**config.mk**
```make
export PLATFORM = sky130hd
export DESIGN_NAME = if_fetch_buf
export DESIGN_NICKNAME = d
export VERILOG_FILES = /design/src/rtl/if_fetch_buf.sv
export SDC_FILE = /design/constraint.sdc
export NUM_CORES = 1
export LEC_CHECK = 0
export ABC_AREA = 1
export CORE_MARGIN = 8
export CORE_UTILIZATION = 40
export DETAILED_ROUTE_END_ITERATION = 10
export GPL_ROUTABILITY_DRIVEN = 0
export PLACE_DENSITY = 0.67
export SYNTH_ARGS = -nofsm -noshare
export SYNTH_HDL_FRONTEND = slang
export SYNTH_SLANG_ARGS = --single-unit
```
**constraint.sdc**
```tcl
create_clock -name clk -period 2.8 [get_ports clk]
set_input_delay 0.28 -clock clk [delete_from_list [all_inputs] [get_ports clk]]
set_output_delay 0.28 -clock clk [all_outputs]
set_load 0.05 [all_outputs]
```
**src/rtl/if_fetch_buf.sv**
```systemverilog
// Instruction-fetch front end: owns the PC, issues single-outstanding ROM reads and
// buffers responses in a FIFO for IF/ID. Optional perf counters: `define IF_PERF_CNT_EN.
module if_fetch_buf #(
  parameter logic [31:0] RESET_PC   = 32'h0000_0000,
  parameter int unsigned FIFO_DEPTH = 2
) (
  input  logic        clk,
  input  logic        rstn,
  input  logic        jump_en_i,
  input  logic [31:0] jump_addr_i,
  output logic        rom_req_o,
  output logic [31:0] rom_addr_o,
  input  logic [31:0] rom_rdata_i,
  output logic        inst_valid_o,
  input  logic        inst_ready_i,
  output logic [31:0] inst_o,
  output logic [31:0] inst_addr_o
`ifdef IF_PERF_CNT_EN
  ,
  output logic [31:0] fetch_cnt_o,
  output logic [31:0] flush_cnt_o
`endif
);

  localparam int unsigned AW = $clog2(FIFO_DEPTH);
  localparam int unsigned CW = AW + 1;

  logic [31:0]   pc_q;
  logic          inflight_q;
  logic [31:0]   rsp_addr_q;
  logic [CW-1:0] count_q;
  logic [AW-1:0] rd_ptr_q;
  logic [AW-1:0] wr_ptr_q;
  logic [31:0]   addr_mem_q [FIFO_DEPTH];
  logic [31:0]   inst_mem_q [FIFO_DEPTH];

  logic [31:0]   jump_tgt;
  logic [31:0]   fetch_addr;
  logic          pop;
  logic          push;
  logic          issue;
  logic [CW-1:0] occ;
  logic          unused_jaddr_lsb;

  assign unused_jaddr_lsb = ^jump_addr_i[1:0];

  always_comb begin
    jump_tgt   = {jump_addr_i[31:2], 2'b00};
    fetch_addr = jump_en_i ? jump_tgt : pc_q;
    pop        = (count_q != '0) & inst_ready_i;
    // A response landing in a jump cycle belongs to the abandoned path.
    push       = inflight_q & ~jump_en_i;
    occ        = count_q + {{(CW-1){1'b0}}, inflight_q} - {{(CW-1){1'b0}}, pop};
    issue      = rstn & (occ < CW'(FIFO_DEPTH));
  end

  assign rom_req_o    = issue;
  assign rom_addr_o   = fetch_addr;
  assign inst_valid_o = (count_q != '0);
  assign inst_o       = inst_mem_q[rd_ptr_q];
  assign inst_addr_o  = addr_mem_q[rd_ptr_q];

  always_ff @(posedge clk) begin
    if (!rstn) begin
      pc_q       <= RESET_PC;
      inflight_q <= 1'b0;
      rsp_addr_q <= '0;
      count_q    <= '0;
      rd_ptr_q   <= '0;
      wr_ptr_q   <= '0;
      for (int unsigned i = 0; i < FIFO_DEPTH; i++) begin
        addr_mem_q[i] <= '0;
        inst_mem_q[i] <= '0;
      end
    end else begin
      // With no issue, fetch_addr is either the held pc or the pending jump target.
      pc_q       <= issue ? fetch_addr + 32'd4 : fetch_addr;
      inflight_q <= issue;
      if (issue) rsp_addr_q <= fetch_addr;
      if (jump_en_i) begin
        count_q  <= '0;
        rd_ptr_q <= '0;
        wr_ptr_q <= '0;
      end else begin
        if (push) begin
          addr_mem_q[wr_ptr_q] <= rsp_addr_q;
          inst_mem_q[wr_ptr_q] <= rom_rdata_i;
          wr_ptr_q             <= wr_ptr_q + 1'b1;
        end
        if (pop) rd_ptr_q <= rd_ptr_q + 1'b1;
        count_q <= count_q + {{(CW-1){1'b0}}, push} - {{(CW-1){1'b0}}, pop};
      end
    end
  end

`ifdef IF_PERF_CNT_EN
  logic [31:0] fetch_cnt_q;
  logic [31:0] flush_cnt_q;

  always_ff @(posedge clk) begin
    if (!rstn) begin
      fetch_cnt_q <= '0;
      flush_cnt_q <= '0;
    end else begin
      if (pop)       fetch_cnt_q <= fetch_cnt_q + 32'd1;
      if (jump_en_i) flush_cnt_q <= flush_cnt_q + 32'd1;
    end
  end

  assign fetch_cnt_o = fetch_cnt_q;
  assign flush_cnt_o = flush_cnt_q;
`endif

endmodule

```
# After elaboration in Yosys (flattened, before gate mapping)
# Memory sizes are Yosys's and may differ from the RTL's. A register that Yosys moved wholly into a read port is not among the register bits.
# Index checks and enable logic that the tools add are counted.
dict set report word_totals {
  mem_count 2
  inputBits 68
  latch_bits 0
  mem_bits_rw 128
  word_cells 42
  romBits 0
  reg_bits 69
  output_inout_bits 98
}
dict set report op_classes {
  n_eq_ne 0
  bitwise_logic 5
  muxes 17
  add_sub_neg 7
  shift 0
  div_mod_pow 0
  n_reduce_logical 4
  multipliers 0
  n_lt_le_gt_ge 1
}
# memory depth word_bits read_ports rd_ports_with_merged_regs wr line_no
set memory_table {}
lappend memory_table {addr_mem_q 2 32 1 1 2 34} ;# logic [31:0] addr_mem_q [FIFO_DEPTH];
lappend memory_table {inst_mem_q 2 32 1 1 2 35} ;# logic [31:0] inst_mem_q [FIFO_DEPTH];
# op count
set ops {}
lappend ops {{two-way mux 32 bit} 4}
lappend ops {{OR reduction 32 bit} 2}
lappend ops {{adder 32 x 3 -> 32 bit (second input constant)} 1}
lappend ops {{two-way mux 1 bit} 13}
lappend ops {{adder 2 x 1 -> 2 bit} 2}
lappend ops {{subtractor 2 x 1 -> 2 bit} 2}
lappend ops {{bitwise AND 1 bit} 3}
lappend ops {{adder 1 bit (second input constant)} 2}
lappend ops {{< comparator 2 bit (second input constant)} 1}
lappend ops {{NOT 1 bit} 2}
lappend ops {{nonzero test 2 bit} 1}
lappend ops {{OR reduction 2 bit} 1}

# Depth between registers and ports, before layout
# Gate-level depths: netlist of run 1.
dict set report depth {
  depth_word 8
  depth_mapped 14
  mapped_depth_nobuf 12
}

# Least setup slack after synthesis of run 1
# Ideal clock, no wire load.
dict set report synth_timing {
  path_kind {input to register}
  start {input jump_en_i}
  end {memory addr_mem_q[1][0] (enable)}
  arrival_ns 2.363
  slack_ns -0.256
  path_buffers 5
  path_stages 8
  required_ns 2.107
  cell_sequence {buf_6 > buf_6 > buf_6 > nor2_1 > nand2_1 > buf_2 > buf_1 > nand2_1}
}
# element line_no
set synth_lines {}
lappend synth_lines {{start, declared} 9} ;# input logic jump_en_i,
lappend synth_lines {{end, declared} 34}

==> results.ini, run 1 <==
[global_routing]
grt_first_pass_wirelength_microns = 35400
grt_max_degree = 65
grt_usage_pct = 15.9
grt_pass1_vias = 6879
antenna_found_initial = 0
gr-total-overflow = 0

[logic_synthesis]
ys_seq_elements = 198
netlist_area_sq_mm = 0.00909
yosys.area_share.simple_pct = 21.6
synth_compound_area_share_pct = 4.47
synthAdderAreaFrac_pct = 0.275
avgSynthCellArea_sq_um = 9.30
synth-xor-area-share_pct = 0.193
synth_cell_types = 33
seq_area_frac_synth_pct = 57.7
synth_top_family_by_area = simple AND/OR/NAND/NOR gates
syn_nets = 1047
synthMuxAreaShare_pct = 7.93
yosysWarningCount = 0
postSynthCellCount = 977

[clock_network]
clk_pin_slew_ps = 70
cts_root_buf = clkbuf_16
clockBufferDepth = 2
numClockSinks = 198
numCtsBuffers = 17
ctsHtreeMaxLevel = 4
postCtsSetupRepairBufs = 0
cts.hold.buffers_added = 0
cts_tree = built
post_cts_resized = 0
clock_latency_ps = 420

[min_path]
hp-class = reg2reg

[power]
irDropWorstVdd_mv = 0.317
power.density_mw_per_mm2 = 570
power_leakage_nw = 4.79

[floorplan]
start_util_pct = 40.4
core_area_sq_mm = 0.0225
fp.dieArea_sq_mm = 0.0278
die_h_microns = 167
die_w_microns = 167
ios = 166
fp-row-count = 55

[setup_path]
start_kind = register
worstRegToRegCells = 10
slowest_delay_ps = 750
rr_startpoint = pc_q[3]$_SDFF_PN0_
r2r_end = pc_q[28]$_SDFF_PN0_
cp_cell_sequence = buf_4 > mux2_2 > clkdlybuf4s50_1
crit_path_top_delay_cell = clkdlybuf4s50_1
cp_max_fo = 32
arrival_ps = 2300
crit_path_end = inst_addr_o[16]
setup.worst_path.class = reg2out
crit_required_ps = 2520
end_kind = primary output
ff2ff_setup_slack_ps = 1050

[placement]
io_buffers = 163
post-place-ws_ps = 157
hpwl_microns = 15300

[timing]
max_freq_mhz = 388
period_share_pct = 92.1
hold_viol = 0
fin_ws_ps = 220
rsz0062_at_grt = no
slew_violations = 0
maxSlewHeadroom_pct = 48.9
period_minus_slack_ps = 2580
finClkSkew_ps = 10.6
tightest_slew_ps = 766
finalSetupTns_ps = 0
whs_ps = 443
setup_viol = 0

[final_layout]
fin_util_pct = 52.9
fillers = 2007
syn2layout_area_growth_pct = 31.0
drive_above_1_share_pct = 17.5
diodes = 0
num-nets-final = 1204

[routing]
drc = 0
dr.pass1.iters = 5
ant_nets = 0
vias = 6796
routed_via_density = 4.75
routed_wirelength_microns = 22100
first_iter_violations = 540
detail_route.wl_per_cell_microns = 15.4

[outcome]
outcome = completed

[run]
drv_cap = 0

==> cell usage in the layout, fill, tap and decap left out, types with 15 or more instances in the layout <==
cell type | synthesis | routed
o21ai_0 | 30 | 30
nand2_2 | 17 | 21
a21oi_1 | 38 | 38
buf_4 | 3 | 19
nand2_1 | 175 | 171
buf_12 | 1 | 34
edfxtp_1 | 128 | 128
nor2_2 | 15 | 15
dfxtp_1 | 70 | 69
clkdlybuf4s50_1 | 0 | 130
nor2_1 | 201 | 200
nand3_1 | 37 | 37
inv_1 | 122 | 122
clkbuf_16 | 0 | 17
mux2_2 | 64 | 64
==> layout make-up <==
cell class | count | area (sq um) | share of cell area, %
Clock inverter | 13 | 110 | 0.925
Tap cell | 285 | 357 | 3.00
Inverter | 124 | 470 | 3.95
Timing Repair Buffer | 183 | 2120 | 17.8
Multi-Input combinational cell | 610 | 3150 | 26.5
Clock buffer | 19 | 443 | 3.72
Sequential cell | 198 | 5250 | 44.1
==> how the worst min path moves through the flow <==
stage	from	end	slack [ps]	cells after the start
after detailed placement	pc_q[1]$_SDFF_PN0_	pc_q[1]$_SDFF_PN0_	430	2
after global placement	pc_q[0]$_SDFF_PN0_	pc_q[0]$_SDFF_PN0_	420	2
final	pc_q[1]$_SDFF_PN0_	pc_q[1]$_SDFF_PN0_	440	2
after floorplan	pc_q[0]$_SDFF_PN0_	pc_q[0]$_SDFF_PN0_	420	2
after CTS	pc_q[1]$_SDFF_PN0_	pc_q[1]$_SDFF_PN0_	440	2
after global routing	pc_q[1]$_SDFF_PN0_	pc_q[1]$_SDFF_PN0_	460	2
==> report_power, final <==
group          switching [mW]  leakage, nW  internal [mW]
registers              0.0433         1.91           3.25
clock network            1.11        0.274           1.19
logic                   0.741         2.60          0.446
total                    1.90         4.79           4.89
==> cells in the mapped netlist, drive strengths merged <==
cell type | count | area share (%)
edfxtp | 128 | 42
ha | 2 | 0.28
and2 | 2 | 0.14
a21oi | 38 | 2.1
nand3b | 1 | 0.083
nand2 | 196 | 8.9
nand3 | 40 | 2.4
nor2 | 218 | 9.6
buf | 26 | 1.8
mux2 | 64 | 7.9
xor2 | 2 | 0.19
o21ai | 32 | 1.9
nor3 | 4 | 0.22
and3 | 1 | 0.069
nand4 | 1 | 0.069
inv | 124 | 5.2
or2 | 3 | 0.21
clkbuf | 19 | 0.78
dfxtp | 70 | 15
o21a | 6 | 0.50
==> sequential cells by signal, summed over array words and instances, names as in the netlist, named ones only <==
name / flops
addr_mem_q: 64
inst_mem_q: 64
pc_q: 32
rsp_addr_q: 32
count_q: 2
inflight_q: 1
rd_ptr_q: 1
wr_ptr_q: 1
==> worst max-delay path, delay by kind of cell (launching register included) <==
kind	cells	cell delay, ps
multiplexers	1	390
flip-flops	1	330
buffers and inverters	2	1140
==> logic make-up after synthesis <==
group / after synthesis
multiplexers: 64
flip-flops: 198
XOR/XNOR: 2
AND/OR/NAND/NOR: 466
AO/OA/AOI/OAI: 76
buffers and inverters: 169
adder cells (fa/ha/maj): 2
==> per-layer routing <==
layer	wire length, microns	vias to the layer above	track usage, %	share of wire [%]
met5	0	-	0	0
met4	182	0	4.35	0.82
met3	1190	13	4.04	5.4
met2	10500	184	26.6	48
met1	10200	3156	20.1	46
li1	-	3443	-	-
==> metrics by stage <==
stage	instances	power (mW)	area [sq um]
after floorplan	977	4.06	9090
after CTS	1432	6.86	11900
final	1432	6.78	11900
after global routing	1432	7.03	11900
after detailed placement	1400	4.55	11400
after global placement	1400	4.53	11400
Note: power is estimated with default switching activity, not from simulation.
==> inputs of run 2 (changes only) <==
--- a/config.mk
+++ b/config.mk
@@ -11,5 +11,5 @@
 export DETAILED_ROUTE_END_ITERATION = 10
 export GPL_ROUTABILITY_DRIVEN = 0
-export PLACE_DENSITY = 0.67
+export PLACE_DENSITY = 0.66
 export SYNTH_ARGS = -nofsm -noshare
 export SYNTH_HDL_FRONTEND = slang
==> constraint.sdc (replaced) <==
create_clock -name clk -period 2.8 [get_ports clk]
set_input_delay 0.84 -clock clk [delete_from_list [all_inputs] [get_ports clk]]
set_output_delay 0.84 -clock clk [all_outputs]
set_load 0.05 [all_outputs]
==> run 2 against run 1 <==
- combinational power grew 7%
- largest cell class unchanged
- cell count grew 4.8%
- design area grew 3.8%
- hold slack lost 1.7 ps
- die area is the same
- sequential power is essentially flat
- clock-buffer cell count shrank 2
- routed wire length shrank 0.44%
- first-iteration DRC count shrank 9.4%
- via count grew 3.2%
==> results.ini, run 2 (synthesized netlist as in run 1, its figures left out) <==
[timing]
whs_ps = 442  ; was 443 ps
hold_viol = 0  ; unchanged
rsz0062_at_grt = yes  ; was no
period_share_pct = 98.1  ; was 92.1%
max_freq_mhz = 364  ; was 388 MHz
maxSlewHeadroom_pct = 63.1  ; was 48.9%
slew_violations = 0  ; unchanged
tightest_slew_ps = 554  ; was 766 ps
finClkSkew_ps = 14.5  ; was 10.6 ps
setup_viol = 0  ; unchanged
fin_ws_ps = 52.7  ; was 220 ps
period_minus_slack_ps = 2750  ; was 2580 ps

[global_routing]
grt_usage_pct = 15.9  ; about the same
gr-total-overflow = 0  ; unchanged
grt_max_degree = 65  ; unchanged
grt_pass1_vias = 7083  ; was 6879
antenna_found_initial = 1  ; was 0
grt_first_pass_wirelength_microns = 35900  ; was 35400 microns

[final_layout]
drive_above_1_share_pct = 27.9  ; was 17.5%
mostFrequentLayoutCells = nor2_1 (200), nand2_1 (169), buf_4 (143), edfxtp_1 (128), inv_1 (120)  ; was nor2_1 (200), nand2_1 (171), clkdlybuf4s50_1 (130), edfxtp_1 (128), inv_1 (122)
fin_util_pct = 54.9  ; was 52.9%
diodes = 0  ; unchanged
final_common_cell = nor2_1  ; unchanged
top_regs = addr_mem_q: 64 flops, inst_mem_q: 64 flops  ; unchanged
fillers = 2065  ; was 2007
syn2layout_area_growth_pct = 36.0  ; was 31.0%
instances_no_fill = 1501  ; was 1432
num-nets-final = 1273  ; was 1204

[placement]
io_buffers = 163  ; unchanged
dp.cells = 1467  ; was 1400
post-place-ws_ps = -221  ; was 157 ps
hpwl_microns = 15700  ; was 15300 microns

[setup_path]
start_kind = input port  ; was register
slowest_delay_ps = 260  ; was 750 ps
cp_cell_sequence = dlygate4sd2_1 > inv_2 > o21ai_2 > buf_4 > nand3_1 > nand2_2 > nor2_4 > buf_12  ; was buf_4 > mux2_2 > clkdlybuf4s50_1
end_kind = primary output  ; unchanged
crit_required_ps = 1960  ; was 2520 ps
arrival_ps = 1910  ; was 2300 ps
cp_max_fo = 3  ; was 32
crit_path_top_delay_cell = dlygate4sd2_1  ; was clkdlybuf4s50_1
setup.worst_path.class = in2out  ; was reg2out

[clock_network]
clk_pin_slew_ps = 70  ; about the same
cts_root_buf = clkbuf_16  ; unchanged
numClockSinks = 198  ; unchanged
clock_latency_ps = 420  ; about the same
ctsHtreeMaxLevel = 4  ; unchanged
cts_tree = built  ; unchanged
clockBufferDepth = 2  ; unchanged
numCtsBuffers = 17  ; unchanged
cts.hold.buffers_added = 0  ; unchanged

[floorplan]
fp-row-count = 55  ; unchanged
ios = 166  ; unchanged
start_util_pct = 40.4  ; unchanged
die_h_microns = 167  ; unchanged
core_area_sq_mm = 0.0225  ; unchanged
fp.dieArea_sq_mm = 0.0278  ; unchanged
die_w_microns = 167  ; unchanged

[routing]
dr.pass1.iters = 4  ; was 5
vias = 7011  ; was 6796
first_iter_violations = 489  ; was 540
ant_nets = 0  ; unchanged
routed_wirelength_microns = 22000  ; was 22100 microns
detail_route.wl_per_cell_microns = 14.7  ; was 15.4 microns
routed_via_density = 4.67  ; was 4.75
drc = 0  ; unchanged

[power]
irDropWorstVdd_mv = 0.372  ; was 0.317 mV
total_power_mw = 6.83  ; was 6.78 mW
power_leakage_nw = 5.23  ; was 4.79 nW
power.density_mw_per_mm2 = 553  ; was 570 mW/mm^2

[run]
drv_cap = 0  ; unchanged

[outcome]
outcome = completed  ; unchanged

[min_path]
hp-class = reg2reg  ; unchanged

-- run 2: final cells by class --
class                      instances  area, sq um  share of cell area [%]
clock buffer                      17          425                    3.44
clock inverter                    15          118                   0.951
inverter                         124          473                    3.83
multi-input combinational        610         3180                    25.7
sequential                       198         5250                    42.4
tap                              285          357                    2.88
timing repair buffer             252         2560                    20.7
-- run 2: what timing repair did --
item	CTS	global route
pin swaps	1	1
setup buffers	2	0
endpoints found under the setup margin	29	5
hold endpoints to repair	0	0
gates resized for setup	13	5
-- run 2: worst max-delay path: cells and delay by family --
kind                   cells  cell delay (ps)
AND/OR/NAND/NOR            3              380
AO/OA/AOI/OAI              1               60
buffers and inverters      4              620
-- run 2: stage by stage --
stage / cell area [sq um] / setup TNS, ps
finish: 12400 / 0
global route: 12400 / -31.2
CTS: 12400 / 0
detailed placement: 11800 / -4510
global placement: 11800 / -4010
floorplan: 9100 / 0
-- run 2: per-layer routing --
layer | global-route usage [%] | part of all wire (%) | vias up
met5 | 0 | 0.050 | -
met4 | 3.64 | 0.55 | 2
met3 | 4.04 | 4.7 | 12
met2 | 25.8 | 47 | 161
met1 | 20.9 | 47 | 3255
li1 | - | - | 3581
-- run 2: worst paths after layout --
kind | from | to | slack [ps] | cells past startpoint
worst max-delay path | inst_ready_i | rom_req_o | 50 | 8
worst min-delay path | pc_q[1]$_SDFF_PN0_ | pc_q[1]$_SDFF_PN0_ | 440 | 2
worst max register to register | count_q[1]$_SDFF_PP0_ | pc_q[13]$_SDFF_PN0_ | 920 | 10
worst min register to register | pc_q[1]$_SDFF_PN0_ | pc_q[1]$_SDFF_PN0_ | 440 | 2
-- run 2: power by group --
group          switching [mW]  internal (mW)  total (mW)
Sequential             0.0444           3.25        3.29
Clock                    1.12           1.16        2.28
Combinational           0.758          0.507        1.27
Total                    1.92           4.91        6.83
==> inputs of run 3 (changes only) <==
Settings changed: GPL_ROUTABILITY_DRIVEN 0 to unset.
==> results of run 3 <==
Final layout, timing and power as in run 2 (identical DEF).
